File: src/rtl/sd_cmd_arbiter_if.sv
`default_nettype none
// +--------------------------------------------------------------------+
// | sd_cmd_arbiter_if : host/BD request, command-master and report bus |
// | Revision: 1.0                                                      |
// +--------------------------------------------------------------------+
interface sd_cmd_arbiter_if #(
    parameter int TW = 16
);
    logic          write_req_s;
    logic [15:0]   cmd_set_s;
    logic [31:0]   cmd_arg_s;
    logic          bd_req_i;
    logic [15:0]   bd_cmd_set_i;
    logic [31:0]   bd_cmd_arg_i;
    logic [TW-1:0] timeout_i;
    logic          cmd_done_i;
    logic          cmd_err_i;
    logic          cmd_start_o;
    logic [15:0]   cmd_set_o;
    logic [31:0]   cmd_arg_o;
    logic          done_o;
    logic          err_o;
    logic          tout_o;
    logic          owner_o;
    logic          bd_ack_o;
    logic          host_busy_o;
    logic          host_ovf_o;

    modport slave (
        input  write_req_s, cmd_set_s, cmd_arg_s,
        input  bd_req_i, bd_cmd_set_i, bd_cmd_arg_i,
        input  timeout_i, cmd_done_i, cmd_err_i,
        output cmd_start_o, cmd_set_o, cmd_arg_o,
        output done_o, err_o, tout_o, owner_o,
        output bd_ack_o, host_busy_o, host_ovf_o
    );

    modport master (
        output write_req_s, cmd_set_s, cmd_arg_s,
        output bd_req_i, bd_cmd_set_i, bd_cmd_arg_i,
        output timeout_i, cmd_done_i, cmd_err_i,
        input  cmd_start_o, cmd_set_o, cmd_arg_o,
        input  done_o, err_o, tout_o, owner_o,
        input  bd_ack_o, host_busy_o, host_ovf_o
    );
endinterface
`default_nettype wire

File: src/rtl/sd_cmd_arbiter.sv
`default_nettype none
// +--------------------------------------------------------------------+
// | sd_cmd_arbiter : round-robin host/BD command arbiter with timeout  |
// | Revision: 1.0                                                      |
// +--------------------------------------------------------------------+
module sd_cmd_arbiter #(
    parameter int TW = 16
) (
    input  wire logic       wb_clk_i,
    input  wire logic       wb_rst_n_i,
    sd_cmd_arbiter_if.slave bus
);
    typedef enum logic [1:0] {
        ST_IDLE  = 2'd0,
        ST_ISSUE = 2'd1,
        ST_WAIT  = 2'd2,
        ST_DONE  = 2'd3
    } state_t;

    localparam logic [TW-1:0] CNT_ONE = TW'(1);

    state_t        state;
    logic          host_full;
    logic [15:0]   host_set;
    logic [31:0]   host_arg;
    logic          bd_pend;
    logic          bd_mask;
    logic          last_bd;
    logic [TW-1:0] cnt;

    logic          cmd_start;
    logic [15:0]   cmd_set;
    logic [31:0]   cmd_arg;
    logic          done;
    logic          err;
    logic          tout;
    logic          owner;
    logic          bd_ack;
    logic          host_ovf;

    logic host_active;
    logic host_accept;
    logic bd_req_eff;
    logic grant_host;
    logic grant_bd;
    logic tout_hit;

    // A host-owned DONE frees the slot this cycle, so a new write is taken.
    assign host_active = !owner && (state != ST_IDLE);
    assign host_accept = bus.write_req_s &&
                         ((!host_full && !host_active) ||
                          (state == ST_DONE && !owner));

    // BD level is sampled so both requesters see the same one-edge latency.
    assign bd_req_eff  = bd_pend && !bd_mask;
    assign grant_host  = host_full && (!bd_req_eff || last_bd);
    assign grant_bd    = bd_req_eff && (!host_full || !last_bd);
    assign tout_hit    = (bus.timeout_i != '0) && (cnt == bus.timeout_i - CNT_ONE);

    always_ff @(posedge wb_clk_i or negedge wb_rst_n_i) begin
        if (!wb_rst_n_i) begin
            state     <= ST_IDLE;
            host_full <= 1'b0;
            host_set  <= '0;
            host_arg  <= '0;
            bd_pend   <= 1'b0;
            bd_mask   <= 1'b0;
            last_bd   <= 1'b1;
            cnt       <= '0;
            cmd_start <= 1'b0;
            cmd_set   <= '0;
            cmd_arg   <= '0;
            done      <= 1'b0;
            err       <= 1'b0;
            tout      <= 1'b0;
            owner     <= 1'b0;
            bd_ack    <= 1'b0;
            host_ovf  <= 1'b0;
        end else begin
            bd_pend   <= bus.bd_req_i;
            bd_mask   <= bd_ack;
            host_ovf  <= bus.write_req_s && !host_accept;
            cmd_start <= 1'b0;
            done      <= 1'b0;
            err       <= 1'b0;
            tout      <= 1'b0;
            bd_ack    <= 1'b0;

            if (host_accept) begin
                host_full <= 1'b1;
                host_set  <= bus.cmd_set_s;
                host_arg  <= bus.cmd_arg_s;
            end else if (state == ST_DONE && !owner) begin
                host_full <= 1'b0;
            end

            case (state)
                ST_IDLE: begin
                    if (grant_host) begin
                        state     <= ST_ISSUE;
                        cmd_start <= 1'b1;
                        cmd_set   <= host_set;
                        cmd_arg   <= host_arg;
                        owner     <= 1'b0;
                        last_bd   <= 1'b0;
                    end else if (grant_bd) begin
                        state     <= ST_ISSUE;
                        cmd_start <= 1'b1;
                        cmd_set   <= bus.bd_cmd_set_i;
                        cmd_arg   <= bus.bd_cmd_arg_i;
                        owner     <= 1'b1;
                        last_bd   <= 1'b1;
                    end
                end
                ST_ISSUE: begin
                    state <= ST_WAIT;
                    cnt   <= '0;
                end
                ST_WAIT: begin
                    if (bus.cmd_done_i) begin
                        state  <= ST_DONE;
                        done   <= 1'b1;
                        err    <= bus.cmd_err_i;
                        bd_ack <= owner;
                    end else if (tout_hit) begin
                        state  <= ST_DONE;
                        done   <= 1'b1;
                        tout   <= 1'b1;
                        bd_ack <= owner;
                    end else if (cnt != '1) begin
                        cnt <= cnt + CNT_ONE;
                    end
                end
                ST_DONE: begin
                    state <= ST_IDLE;
                end
                default: begin
                    state <= ST_IDLE;
                end
            endcase
        end
    end

    assign bus.cmd_start_o = cmd_start;
    assign bus.cmd_set_o   = cmd_set;
    assign bus.cmd_arg_o   = cmd_arg;
    assign bus.done_o      = done;
    assign bus.err_o       = err;
    assign bus.tout_o      = tout;
    assign bus.owner_o     = owner;
    assign bus.bd_ack_o    = bd_ack;
    assign bus.host_busy_o = host_full || host_active;
    assign bus.host_ovf_o  = host_ovf;
endmodule
`default_nettype wire

File: src/flat_wrapper.sv
// flat-port wrapper written by rule: the top's interface ports become plain ports
module sd_cmd_arbiter_flat 
#(
    parameter int TW = 16
)
  (wb_clk_i, wb_rst_n_i, bus_write_req_s, bus_cmd_set_s, bus_cmd_arg_s, bus_bd_req_i, bus_bd_cmd_set_i, bus_bd_cmd_arg_i, bus_timeout_i, bus_cmd_done_i, bus_cmd_err_i, bus_cmd_start_o, bus_cmd_set_o, bus_cmd_arg_o, bus_done_o, bus_err_o, bus_tout_o, bus_owner_o, bus_bd_ack_o, bus_host_busy_o, bus_host_ovf_o);
  sd_cmd_arbiter_if #(.TW(TW)) bus_i ();
  input  wire logic wb_clk_i;
  input  wire logic wb_rst_n_i;
  input wire logic [$bits(bus_i.write_req_s)-1:0] bus_write_req_s;
  input wire logic [$bits(bus_i.cmd_set_s)-1:0] bus_cmd_set_s;
  input wire logic [$bits(bus_i.cmd_arg_s)-1:0] bus_cmd_arg_s;
  input wire logic [$bits(bus_i.bd_req_i)-1:0] bus_bd_req_i;
  input wire logic [$bits(bus_i.bd_cmd_set_i)-1:0] bus_bd_cmd_set_i;
  input wire logic [$bits(bus_i.bd_cmd_arg_i)-1:0] bus_bd_cmd_arg_i;
  input wire logic [$bits(bus_i.timeout_i)-1:0] bus_timeout_i;
  input wire logic [$bits(bus_i.cmd_done_i)-1:0] bus_cmd_done_i;
  input wire logic [$bits(bus_i.cmd_err_i)-1:0] bus_cmd_err_i;
  output wire logic [$bits(bus_i.cmd_start_o)-1:0] bus_cmd_start_o;
  output wire logic [$bits(bus_i.cmd_set_o)-1:0] bus_cmd_set_o;
  output wire logic [$bits(bus_i.cmd_arg_o)-1:0] bus_cmd_arg_o;
  output wire logic [$bits(bus_i.done_o)-1:0] bus_done_o;
  output wire logic [$bits(bus_i.err_o)-1:0] bus_err_o;
  output wire logic [$bits(bus_i.tout_o)-1:0] bus_tout_o;
  output wire logic [$bits(bus_i.owner_o)-1:0] bus_owner_o;
  output wire logic [$bits(bus_i.bd_ack_o)-1:0] bus_bd_ack_o;
  output wire logic [$bits(bus_i.host_busy_o)-1:0] bus_host_busy_o;
  output wire logic [$bits(bus_i.host_ovf_o)-1:0] bus_host_ovf_o;
  assign bus_i.write_req_s = bus_write_req_s;
  assign bus_i.cmd_set_s = bus_cmd_set_s;
  assign bus_i.cmd_arg_s = bus_cmd_arg_s;
  assign bus_i.bd_req_i = bus_bd_req_i;
  assign bus_i.bd_cmd_set_i = bus_bd_cmd_set_i;
  assign bus_i.bd_cmd_arg_i = bus_bd_cmd_arg_i;
  assign bus_i.timeout_i = bus_timeout_i;
  assign bus_i.cmd_done_i = bus_cmd_done_i;
  assign bus_i.cmd_err_i = bus_cmd_err_i;
  assign bus_cmd_start_o = bus_i.cmd_start_o;
  assign bus_cmd_set_o = bus_i.cmd_set_o;
  assign bus_cmd_arg_o = bus_i.cmd_arg_o;
  assign bus_done_o = bus_i.done_o;
  assign bus_err_o = bus_i.err_o;
  assign bus_tout_o = bus_i.tout_o;
  assign bus_owner_o = bus_i.owner_o;
  assign bus_bd_ack_o = bus_i.bd_ack_o;
  assign bus_host_busy_o = bus_i.host_busy_o;
  assign bus_host_ovf_o = bus_i.host_ovf_o;
  sd_cmd_arbiter #(.TW(TW)) u_core (.wb_clk_i(wb_clk_i), .wb_rst_n_i(wb_rst_n_i), .bus(bus_i));
endmodule
File: config.mk
export PLATFORM = sky130hd
export DESIGN_NAME = sd_cmd_arbiter_flat
export DESIGN_NICKNAME = d
export VERILOG_FILES = /design/src/rtl/sd_cmd_arbiter_if.sv /design/src/rtl/sd_cmd_arbiter.sv /design/src/flat_wrapper.sv
export SDC_FILE = /design/constraint.sdc
export NUM_CORES = 1
export LEC_CHECK = 0
export CORE_MARGIN = 4
export CORE_UTILIZATION = 52
export CTS_CLUSTER_DIAMETER = 60
export CTS_CLUSTER_SIZE = 16
export DETAILED_ROUTE_END_ITERATION = 10
export PLACE_DENSITY = 0.94
export RECOVER_POWER = 50
export SLEW_MARGIN = 25
export SYNTH_ARGS = -nofsm -noshare
export SYNTH_HDL_FRONTEND = slang
export SYNTH_SLANG_ARGS = --single-unit
export TNS_END_PERCENT = 100
File: constraint.sdc
create_clock -name wb_clk_i -period 7.4 [get_ports wb_clk_i]
set_clock_uncertainty 0.05 [all_clocks]
set_input_delay 1.48 -clock wb_clk_i [delete_from_list [all_inputs] [get_ports wb_clk_i]]
set_output_delay 1.48 -clock wb_clk_i [all_outputs]
set_load 0.02 [all_outputs]
Word level (Yosys, flattened, before mapping)
Cells that the tools add are included.
{"block": "totals", "register_bits": 125, "in_bits": 118, "output_inout_bits": 56, "word_cells": 88}
{"block": "op_classes", "add_sub_neg": 2, "n_eq_ne": 10, "muxes": 30, "n_reduce_logical": 29}
{"op": "16-bit two-way mux", "n": 5}
{"op": "32-bit two-way mux", "n": 2}
{"op": "16-bit case mux with 2 select lines", "n": 1}
{"op": "1-bit two-way mux", "n": 17}
{"op": "16-bit by 1-bit adder with 16-bit output (second input constant)", "n": 1}
{"op": "16-bit == test", "n": 1}
{"op": "16-bit inequality test (second input constant)", "n": 1}
{"op": "16-bit nonzero test", "n": 1}
{"op": "16-bit by 1-bit subtractor with 16-bit output (second input constant)", "n": 1}
{"op": "1-bit logical AND", "n": 9}
{"op": "2-bit two-way mux", "n": 4}
{"op": "2-bit case mux with 4 select lines", "n": 1}
{"op": "2-bit nonzero test", "n": 4}
{"op": "1-bit logical NOT", "n": 7}
{"op": "2-bit == test (second input constant)", "n": 2}
{"op": "1-bit logical OR", "n": 4}
{"op": "2-bit inequality test (second input constant)", "n": 2}
{"op": "2-bit AND reduction", "n": 2}
{"op": "4-bit AND reduction", "n": 1}
{"op": "3-bit by 1-bit inequality test with 1-bit output (second input constant)", "n": 1}
{"op": "3-bit by 2-bit inequality test with 1-bit output (second input constant)", "n": 1}
{"op": "2-bit by 1-bit == test with 1-bit output (second input constant)", "n": 1}
{"op": "2-bit logical NOT", "n": 1}
{"op": "2-bit by 1-bit inequality test with 1-bit output (second input constant)", "n": 1}

Logic depth before layout (Yosys ltp)
Gate-level depths: netlist of run 1.
{"block": "logic_depth", "ltp_word": 8, "ltp_mapped": 11, "ltp_nobuf": 9}

Least setup slack after synthesis of run 1
OpenSTA, ideal clock, no wires.
{"block": "synth_timing", "kind": "input port to flip-flop", "from": "in bus_timeout_i[4]", "to": "reg u_core.state[1]", "setup_ns": 0.128, "arrival_time_ns": 3.769, "required_ns": 7.222, "path_slack_ns": 3.454, "stages": 9, "path_buffers": 2, "cell_sequence": "buf_6 -> or4_1 -> buf_2 -> o41ai_1 -> o311ai_4 -> nand4_4 -> a41oi_4 -> a21oi_2 -> mux2_1"}
{"block": "synth_between", "elab_chain_len": 5, "elab_cells_between_ends": 6, "classes_between": "add/sub (1); eq/ne (2); reduce/logical (3)"}
{"element": "start: declaration", "line": "flat_wrapper.sv:16", "rtl": "input wire logic [$bits(bus_i.timeout_i)-1:0] bus_timeout_i;"}
{"element": "16-bit by 1-bit subtractor with 16-bit output", "line": "sd_cmd_arbiter.sv:58", "rtl": "assign tout_hit = (bus.timeout_i != '0) && (cnt == bus.timeout_i - CNT_ONE);"}
{"element": "16-bit == test", "line": "sd_cmd_arbiter.sv:58"}
{"element": "1-bit logical AND *", "line": "sd_cmd_arbiter.sv:58"}
{"element": "3-bit by 2-bit inequality test with 1-bit output (no line) *"}
{"element": "2-bit AND reduction (no line) *"}
{"element": "end signal: assignment", "line": "sd_cmd_arbiter.sv:62", "rtl": "state <= ST_IDLE;"}
{"element": "end signal: assignment", "line": "sd_cmd_arbiter.sv:100", "rtl": "state <= ST_ISSUE;"}
{"element": "end signal: assignment", "line": "sd_cmd_arbiter.sv:107", "rtl": "state <= ST_ISSUE;"}
{"element": "end: declaration", "line": "sd_cmd_arbiter.sv:22", "rtl": "state_t state;"}
Mark *: on every way between the ends. The rest lies on a longest branch, timed or not.
A chain may end at the register's enable or synchronous reset.

==> results by group, run 1 <==
Floorplanning
  – Width of the die: ~120 µm
  – Core area: ~11000 µm²
  – Row count: 39
  – Die area: 13500 µm²
  – Initial Util: 0.533
  – Count of boundary I/O pins: roughly 170
  – Die Span Y: roughly 120 µm

CTS
  – Root buffer cell: clkbuf_16
  – CTS tree: built
  – CTS resizes: 0
  – Num CTS Buffers: 17
  – Clock transition at path regs: around 0.050 ns
  – Post-CTS setup buffers: 0
  – Clock Path Buffers: 2
  – H-Tree Depth: 4
  – CTS Sinks: approximately 130
  – Worst skew pair latency: around 0.4 ns
  – Cts hold-fix bufs: 0

Global route
  – Grt total ovfl: 0
  – First-pass GRT wire length: 29.5 mm
  – Largest net degree at the start of global routing: 100
  – Number of global-route vias before repair: roughly 5700
  – Initial antenna violation count: 0
  – Gr usage total: 0.283

Yosys
  – Synth top area cells: dfrtp_1 (51%), mux2_2 (9.2%), mux2i_1 (8.5%)
  – Yosys top cell area share: 0.508
  – Most common cell in the netlist: dfrtp_1
  – Syn_nets: between 600 and 700
  – Asr flop ratio synth: 1.00
  – Largest area contributor in the netlist: dfrtp_1
  – Synth Cell Area: between 6000 and 7000 µm²
  – Most used flip-flop cell after synthesis: dfrtp_1
  – Syn Inst Count: 548
  – Commonest cells post-synth: dfrtp_1 (124), nand2_1 (70), o21ai_0 (55)
  – Yosys synthesis warning count: 0
  – Synth unique cells: between 50 and 60
  – Syn avg cell area: ~11 µm²
  – Number of flops mapped to enable cells by yosys: 0
  – FF+latch count, synth: 125
  – Register area share after synthesis: 0.512

Pwr
  – P_leak: between 0.003 and 0.004 µW
  – Sequential Power Share: 0.332
  – Sw Pwr: between 1000 and 1500 µW
  – Switching part of the total: 0.357
  – Clk pwr share: 0.258
  – Peak supply drop: between 0.3 and 0.4 mV
  – Combinational power share: 0.410
  – Cell internal pwr: 2280 µW
  – Power Density: roughly 410 nW/µm²

Route
  – Drt total wl: 18.4 mm
  – Post-DRT Antenna Nets: 0
  – Vias per cell: roughly 5.9
  – DR pass1 iterations: 6
  – Via count: about 5000
  – Wirelength per Cell: 21.2 µm
  – Initial DRC Count: 309
  – DRC viols: 0

Worst setup path
  – CP required: roughly 7.5 ns
  – Crit end category: async pin
  – Worst-path maximum fanout: 75
  – WS Path Type: input pin to async pin
  – Critical path arrival: about 5 ns
  – Slowest-stage cell, CP: clkbuf_1
  – Crit path max-delay family: buffers and inverters
  – Critical Path Max Stage Delay: between 1.5 and 2 ns
  – CP Launch Type: input pin
  – Worst Path Buf+Inv: 2
  – Critical-path cell list: clkbuf_1 -> clkbuf_2

STA
  – # setup viols final: 0
  – Pins Over Slew Limit: roughly 230
  – Fmax: 199 MHz
  – Worst slew margin: -1.49
  – Tcrit/Tclk final: 0.678
  – Tightest Pin Transition: between 3 and 4 ns
  – Fin crit period: between 5 and 6 ns
  – Unrepaired setup endpoints after global routing: no
  – Final setup margin: between 2 and 2.5 ns
  – Setup TNS: 0 ns
  – Final Hold Viols: 0

Cells and area
  – Diode count: 0
  – Share of cells above drive strength 1: 0.135
  – Net count, final: roughly 840
  – Design area: 8570 µm²
  – Area Overhead vs Synth: 40.3%
  – Final non-filler cell total: about 870

Placement
  – DP Area: around 8000 µm²
  – Setup WS pre-CTS: around 2.4 ns
  – Port Buffers: about 170
  – Placed Cells: ~840
  – GP Congestion: 0.916
  – DPL Wire Length: 12.3 mm

Status
  – Failing checks: max-capacitance violations, max-slew violations
  – Status: finished, violations left

Run
  – Max-cap violations: 3

Min path
  – HP Class: flip-flop to flip-flop
## cells in the final DEF, fill, tap and decap left out, drive strengths merged, types with 9 or more instances in the layout
cell,n
a21oi,14
nor2,10
o21ai,57
nand4b,9
mux2i,52
clkdlybuf4s50,169
mux2,51
nand2,70
nand4,9
dfrtp,124
clkbuf,23
## metrics by stage
step                power (µW)  hold WS (ns)  utilization
floorplan                 1990         0.429            -
global placement          2470         0.314        0.692
detailed placement        2570         0.313        0.692
CTS                       3540         0.329        0.748
global route              3720         0.341        0.747
finish                    3550         0.328        0.747
## flip-flops by register name (all words and copies together), names as in the netlist
name                    count
u_core.host_arg            32
u_core.state                2
u_core.bus.done_o           1
u_core.bus.owner_o          1
u_core.bus.tout_o           1
u_core.bus.bd_ack_o         1
u_core.cnt                 16
u_core.host_set            16
u_core.bd_pend              1
u_core.bus.err_o            1
u_core.bus.cmd_start_o      1
u_core.bus.cmd_set_o       16
u_core.bus.cmd_arg_o       32
u_core.bd_mask              1
u_core.bus.host_ovf_o       1
u_core.last_bd              1
u_core.host_full            1
## cell type report
cell class                 count  area, µm²
multi-input combinational    383       2830
sequential                   125       3130
tap                          143        179
clock inverter                12        191
fill                         691       2900
clock buffer                  20        457
timing repair buffer         177       1750
inverter                       8       30.0
## cell families (layout without fill, tap and decap cells)
logic type               count (synthesis)  count (layout)  synth area share
flip-flops                             125             125             0.512
AO/OA/AOI/OAI                           98              98             0.105
adder cells (fa/ha/maj)                  7               7            0.0143
XOR/XNOR                                15              15            0.0215
multiplexers                           103             103             0.179
AND/OR/NAND/NOR                        160             160             0.140
buffers and inverters                   40             217            0.0275
## power by group through the flow
stage	clock network [µW]	registers, µW	logic, µW
after floorplan	0	1280	705
after detailed placement	0	1170	1400
after global placement	0	1140	1330
after CTS	923	1170	1450
final	916	1180	1450
after global routing	957	1210	1560
## layer usage
layer  up-vias  routed length, µm  track usage
met5         -                  0            0
met4         0                494        0.102
met3        45               1600        0.103
met2       255               9510        0.496
met1      2520               6800        0.317
li1       2286                  -            -
## final timing paths
kind	startpoint	to	slack, ns	cells past startpoint
setup reg to reg	u_core.state[0]	u_core.bus.cmd_arg_o[26]	2.85	5
setup / recovery	wb_rst_n_i	u_core.host_set[13]	2.39	2
max in group wb_clk_i	bus_timeout_i[2]	u_core.state[1]	2.74	8
hold reg to reg	u_core.bus.bd_ack_o	u_core.bd_mask	0.33	0
min in group asynchronous	wb_rst_n_i	u_core.host_arg[12]	1.92	1
hold / removal	u_core.bus.bd_ack_o	u_core.bd_mask	0.33	0
No activity file was read; power rests on OpenSTA's default activity.
==> run 2, diff against run 1 <==
--- a/config.mk
+++ b/config.mk
@@ -6,11 +6,11 @@
 export NUM_CORES = 1
 export LEC_CHECK = 0
 export CORE_MARGIN = 4
-export CORE_UTILIZATION = 52
+export CORE_UTILIZATION = 48
 export CTS_CLUSTER_DIAMETER = 60
 export CTS_CLUSTER_SIZE = 16
 export DETAILED_ROUTE_END_ITERATION = 10
-export PLACE_DENSITY = 0.94
+export PLACE_DENSITY = 0.88
 export RECOVER_POWER = 50
 export SLEW_MARGIN = 25
 export SYNTH_ARGS = -nofsm -noshare
==> constraint.sdc (replaced) <==
create_clock -name wb_clk_i -period 4.9 [get_ports wb_clk_i]
set_clock_uncertainty 0.05 [all_clocks]
set_input_delay 0.98 -clock wb_clk_i [delete_from_list [all_inputs] [get_ports wb_clk_i]]
set_output_delay 0.98 -clock wb_clk_i [all_outputs]
set_load 0.02 [all_outputs]
==> results by group, run 2 (synthesized netlist as in run 1, its figures left out) <==
Worst setup path
  – Worst-path maximum fanout: 50 (-33%)
  – Crit end category: flip-flop
  – WS Path Type: flip-flop to flip-flop
  – Critical Path Max Stage Delay: 2.51 ns (+0.55 ns)
  – CP Launch Type: flip-flop
  – Slowest-stage cell, CP: clkbuf_1
  – Flop2flop setup slack: 0.75 ns (-2.10 ns)
  – CP required: 5.16 ns (-2.35 ns)
  – Critical-path cell list: nand2b_1 -> o21ai_4 -> clkbuf_1 -> mux2i_1 -> o21ai_0
  – Critical path arrival: 4.41 ns (-0.71 ns)

CTS
  – Post-CTS setup buffers: 0 (unchanged)
  – Clock Path Buffers: 2 (unchanged)
  – Worst skew pair latency: 0.41 ns (about the same)
  – Clock transition at path regs: 0.06 ns (about the same)
  – Num CTS Buffers: 17 (unchanged)
  – H-Tree Depth: 4 (unchanged)
  – Cts hold-fix bufs: 0 (unchanged)
  – CTS Sinks: 125 (unchanged)
  – Root buffer cell: clkbuf_16
  – CTS tree: built
  – CTS resizes: 0 (unchanged)

STA
  – Fmax: 241 MHz
  – # setup viols final: 0 (unchanged)
  – Tcrit/Tclk final: 0.846
  – Fin crit period: 4.15 ns
  – Final setup margin: 0.754 ns (-1.63 ns)
  – Worst slew margin: -1.39 (+0.101)
  – Unrepaired setup endpoints after global routing: no
  – Pins Over Slew Limit: 147 (-36%)
  – Final Hold Viols: 0 (unchanged)
  – Setup TNS: 0 ns (unchanged)
  – Tightest Pin Transition: 3.59 ns (-0.152 ns)

Route
  – DR pass1 iterations: 5 (-1)
  – DRC viols: 0 (unchanged)
  – Drt total wl: 17.2 mm (-6.5%)
  – Post-DRT Antenna Nets: 0 (unchanged)
  – Via count: 4964 (-2.8%)
  – Vias per cell: 5.55 (-5.7%)
  – Initial DRC Count: 314 (+1.6%)
  – Wirelength per Cell: 19.2 µm (-9.3%)

Global route
  – First-pass GRT wire length: 28.1 mm (-4.6%)
  – Grt total ovfl: 0 (unchanged)
  – Largest net degree at the start of global routing: 66 (-34%)
  – Number of global-route vias before repair: 5469 (-4.7%)
  – Gr usage total: 0.245 (-0.0377)
  – Initial antenna violation count: 1 (+1)

Pwr
  – Peak supply drop: 0.390 mV (+29%)
  – Power Density: 611 nW/µm² (+48%)
  – P_leak: 0.00368 µW (-0.69%)

Floorplanning
  – Initial Util: 0.500 (-0.0325)
  – Width of the die: 121 µm (+3.8%)
  – Row count: 40 (+2.6%)
  – Count of boundary I/O pins: 174 (unchanged)
  – Core area: 12200 µm² (+6.5%)
  – Die area: 14600 µm² (+7.7%)
  – Die Span Y: 121 µm (+3.8%)

Placement
  – DPL Wire Length: 12.2 mm (-1.3%)
  – Setup WS pre-CTS: 0.575 ns (-1.79 ns)
  – Port Buffers: 173 (unchanged)
  – GP Congestion: 0.907 (-0.96%)
  – DP Area: 7980 µm² (+0.58%)
  – Placed Cells: 863 (+3.2%)

Status
  – Status: finished, violations left
  – Failing checks: max-capacitance violations, max-slew violations

Cells and area
  – Design area: 8570 µm² (about the same)
  – Share of cells above drive strength 1: 0.138 (+0.00238)
  – Diode count: 0 (unchanged)
  – Net count, final: 839 (+0.24%)
  – Final non-filler cell total: 895 (+3.1%)
  – Core Util, Final: 0.702 (-0.0454)
  – Most frequent cells in the layout: clkdlybuf4s50_1 (170), dfrtp_1 (124), nand2_1 (70), o21ai_0 (55), mux2i_1 (52)
  – Filler cells: 843 (+22%)
  – Area Overhead vs Synth: 40.3% (about the same)
  – Most common cell after layout, fill and taps aside: clkdlybuf4s50_1

Run
  – Max-cap violations: 3 (unchanged)

Min path
  – HP Class: flip-flop to flip-flop
-- run 2: layer usage --
layer,share of wire,vias to the layer above,track usage
met1,0.38,2426,0.270
li1,-,2295,-
met2,0.49,206,0.422
met5,0.00046,-,0
met3,0.10,35,0.114
met4,0.022,2,0.0751
-- run 2: worst paths after layout --
kind,from,endpoint,cells after the start
max in group asynchronous,wb_rst_n_i,u_core.bus.cmd_set_o[3],2
min reg2reg,u_core.bus.bd_ack_o,u_core.bd_mask,0
min in group asynchronous,wb_rst_n_i,u_core.host_arg[10],1
max,u_core.bd_mask,u_core.bus.cmd_arg_o[16],5
max reg2reg,u_core.bd_mask,u_core.bus.cmd_arg_o[16],5
min,u_core.bus.bd_ack_o,u_core.bd_mask,0
-- run 2: critical path: cells and delay by family (launching register included) --
| family | cells | cell delay (ns) |
|---|---|---|
| mux | 1 | 0.42 |
| buf+inv | 1 | 2.51 |
| compound gates | 2 | 0.44 |
| simple gates | 1 | 0.18 |
| flops | 1 | 0.38 |
-- run 2: final cells by class --
type / instances / area (µm²) / share of cell area
clock inverter: 13 / 164 / 0.0191
multi-input combinational: 383 / 2820 / 0.329
inverter: 8 / 30.0 / 0.00350
sequential: 125 / 3130 / 0.365
timing repair buffer: 179 / 1760 / 0.206
clock buffer: 19 / 453 / 0.0529
tap: 168 / 210 / 0.0245
-- run 2: where the power goes --
part	internal, µW	leakage (µW)	switching [µW]
Sequential	1490	0.00155	280
Combinational	1070	0.00184	1100
Clock	828	0.000288	473
-- run 2: through the flow --
stage	total power [µW]	hold WS (ns)
CTS	5220	0.335
detailed placement	3870	0.319
global placement	3750	0.316
global route	5540	0.355
floorplan	3000	0.429
finish	5240	0.338
==> run 3, diff against run 2 <==
--- a/config.mk
+++ b/config.mk
@@ -6,11 +6,11 @@
 export NUM_CORES = 1
 export LEC_CHECK = 0
 export CORE_MARGIN = 4
-export CORE_UTILIZATION = 48
+export CORE_UTILIZATION = 43
 export CTS_CLUSTER_DIAMETER = 60
 export CTS_CLUSTER_SIZE = 16
 export DETAILED_ROUTE_END_ITERATION = 10
-export PLACE_DENSITY = 0.88
+export PLACE_DENSITY = 0.84
 export RECOVER_POWER = 50
 export SLEW_MARGIN = 25
 export SYNTH_ARGS = -nofsm -noshare
==> constraint.sdc (replaced) <==
create_clock -name wb_clk_i -period 3.6 [get_ports wb_clk_i]
set_clock_uncertainty 0.05 [all_clocks]
set_input_delay 0.72 -clock wb_clk_i [delete_from_list [all_inputs] [get_ports wb_clk_i]]
set_output_delay 0.72 -clock wb_clk_i [all_outputs]
set_load 0.02 [all_outputs]
==> results by group, run 3 (synthesized netlist as in run 1, its figures left out) <==
Cells and area
  – Area Overhead vs Synth: 41.8%
  – Most frequent cells in the layout: clkdlybuf4s50_1 (164), dfrtp_1 (124), nand2_1 (70), o21ai_0 (55), mux2i_1 (52)
  – Diode count: 0 (unchanged)
  – Final non-filler cell total: 920 (+2.8%)
  – Core Util, Final: 0.624 (-0.0779)
  – Most common cell after layout, fill and taps aside: clkdlybuf4s50_1
  – Net count, final: 852 (+1.5%)
  – Share of cells above drive strength 1: 0.150 (+0.0124)
  – Filler cells: 1065 (+26%)

STA
  – # setup viols final: 0 (unchanged)
  – Hold WS: 0.352 ns (+0.0145 ns)
  – Fin crit period: roughly 3.2 ns
  – Fmax: a little over 300 MHz
  – Unrepaired setup endpoints after global routing: no
  – Pins Over Slew Limit: 168 (+14%)
  – Tightest Pin Transition: 1.73 ns (-1.85 ns)
  – Tcrit/Tclk final: 0.892
  – Worst slew margin: -0.155 (+1.24)
  – Final Hold Viols: 0 (unchanged)

Floorplanning
  – Initial Util: 0.440 (-0.0601)
  – Row count: 43 (+7.5%)
  – Die area: 16200 µm² (+11%)
  – Count of boundary I/O pins: 174 (unchanged)
  – Die Span Y: 127 µm (+5.3%)
  – Core area: 13900 µm² (+14%)
  – Width of the die: 127 µm (+5.3%)

Route
  – DRC viols: 0 (unchanged)
  – Drt total wl: 16.8 mm (-2.6%)
  – Post-DRT Antenna Nets: 0 (unchanged)
  – Via count: 4976 (+0.24%)
  – Initial DRC Count: 236 (-25%)
  – DR pass1 iterations: 4 (-1)
  – Wirelength per Cell: 18.2 µm (-5.3%)
  – Vias per cell: 5.41 (-2.5%)

Worst setup path
  – Critical path arrival: 3.41 ns (-1.00 ns)
  – Slowest-stage cell, CP: or4_1
  – Critical Path Max Stage Delay: 0.70 ns (-1.81 ns)
  – Worst r2r path cells: 5 (unchanged)
  – Crit end category: flip-flop
  – CP Launch Type: input pin
  – Worst-path maximum fanout: 16 (-68%)
  – WS Path Type: input pin to flip-flop
  – Critical-path cell list: clkdlybuf4s50_1 -> or4_1 -> or2_4 -> o311ai_4 -> nand4_4 -> a41oi_4 -> buf_4 -> a41o_1 -> a21oi_1
  – Flop2flop setup slack: 0.77 ns (+0.02 ns)
  – Worst reg2reg path endpoint: u_core.bus.cmd_arg_o[18]
  – Crit Reg-Reg Startpoint: u_core.state[0]
  – CP required: 3.79 ns (-1.37 ns)

Global route
  – Gr usage total: 0.212 (-0.0333)
  – Number of global-route vias before repair: 5440 (-0.53%)
  – Met1 Use GR: 0.245 (-0.0254)
  – Grt met3 use: 0.0878 (-0.0263)
  – Initial antenna violation count: 0 (-1)
  – Met2 GRT Util: 0.358 (-0.0646)
  – Largest net degree at the start of global routing: 100 (+52%)
  – Grt total ovfl: 0 (unchanged)
  – First-pass GRT wire length: 27.2 mm (-3.2%)
  – GR peak layer: met2

Pwr
  – Power Density: 800 nW/µm² (+31%)
  – Cell internal pwr: 4460 µW (+32%)
  – Peak supply drop: 0.477 mV (+22%)
  – Pwr Total: 6920 µW (+32%)
  – P_leak: 0.00375 µW (+1.9%)
  – Clk pwr share: 0.238 (-0.010)
  – Combinational power share: 0.415 (about the same)
  – Sequential Power Share: 0.347 (+0.010)
  – Sw Pwr: 2470 µW (+33%)
  – Switching part of the total: 0.356 (+0.00255)

Placement
  – GP Congestion: 0.858 (-5.3%)
  – Placed Cells: 888 (+2.9%)
  – Port Buffers: 173 (unchanged)
  – DPL Wire Length: 11.9 mm (-2.5%)

CTS
  – Num CTS Buffers: 17 (unchanged)
  – Root buffer cell: clkbuf_16
  – Clock Path Buffers: 2 (unchanged)
  – H-Tree Depth: 4 (unchanged)
  – Cts hold-fix bufs: 0 (unchanged)
  – Clock transition at path regs: 0.06 ns (about the same)
  – CTS tree: built
  – Worst skew pair latency: 0.41 ns (about the same)
  – Post-CTS setup buffers: 0 (unchanged)
  – CTS resizes: 0 (unchanged)
  – CTS Sinks: 125 (unchanged)

Status
  – Failing checks: max-capacitance violations, max-slew violations
  – Status: finished, violations left

Min path
  – Hold EP: u_core.bd_mask
  – HP Class: flip-flop to flip-flop
  – Hold Startpoint: u_core.bus.bd_ack_o
  – Hold Path Depth: 0 (unchanged)

Run
  – Max-cap violations: 2 (-1)
## run 3: cell types whose count changed in the layout (fill, tap and decap cells not counted), moves of 2 or more
cell / change
buf_4: +12
clkbuf_1: +3
clkdlybuf4s50_1: -6
clkinvlp_4: -2
dlygate4sd3_1: +6
## run 3: routing by layer
layer,wire (µm),up-vias
met4,244,0
met1,6600,2429
met5,0,-
li1,-,2320
met2,8280,201
met3,1630,26
## run 3: worst max-delay path: cells and delay by family
family,cells,cell delay [ns]
buf+inv,2,0.67
compound gates,4,0.82
simple gates,3,1.20
## run 3: worst max-delay path by stage
stage,slack (ns),from,endpoint
floorplan,0.41,bus_timeout_i[4],u_core.state[1]
global placement,0.05,bus_timeout_i[4],u_core.cnt[15]
detailed placement,-0.003,bus_timeout_i[4],u_core.cnt[15]
CTS,0.42,bus_timeout_i[1],u_core.cnt[15]
global route,0.24,bus_timeout_i[1],u_core.cnt[15]
finish,0.39,bus_timeout_i[4],u_core.cnt[15]
## run 3: power groups by stage
stage	clock (µW)	sequential, µW	combinational (µW)
after floorplan	0	2630	1450
after global placement	0	2350	2780
after detailed placement	0	2400	2870
after CTS	1680	2400	2920
after global routing	1750	2470	3130
final	1650	2400	2880
## run 3: through the flow
stage | instance area, µm² | setup TNS, ns | setup slack, ns
global route | 8660 | 0 | 0.235
global placement | 8120 | 0 | 0.0458
CTS | 8690 | 0 | 0.417
detailed placement | 8120 | -0.00338 | -0.00338
finish | 8660 | 0 | 0.387
floorplan | 6110 | 0 | 0.414
## run 3: area by class of cell
cell class / count / area, µm² / area share
clock buffers: 22 / 454 / 0.0524
clock inverters: 10 / 115 / 0.0133
inverters: 8 / 30.0 / 0.00347
multi-input cells: 383 / 2830 / 0.327
flip-flops and latches: 125 / 3130 / 0.361
well taps: 180 / 225 / 0.0260
repair buffers: 192 / 1870 / 0.216
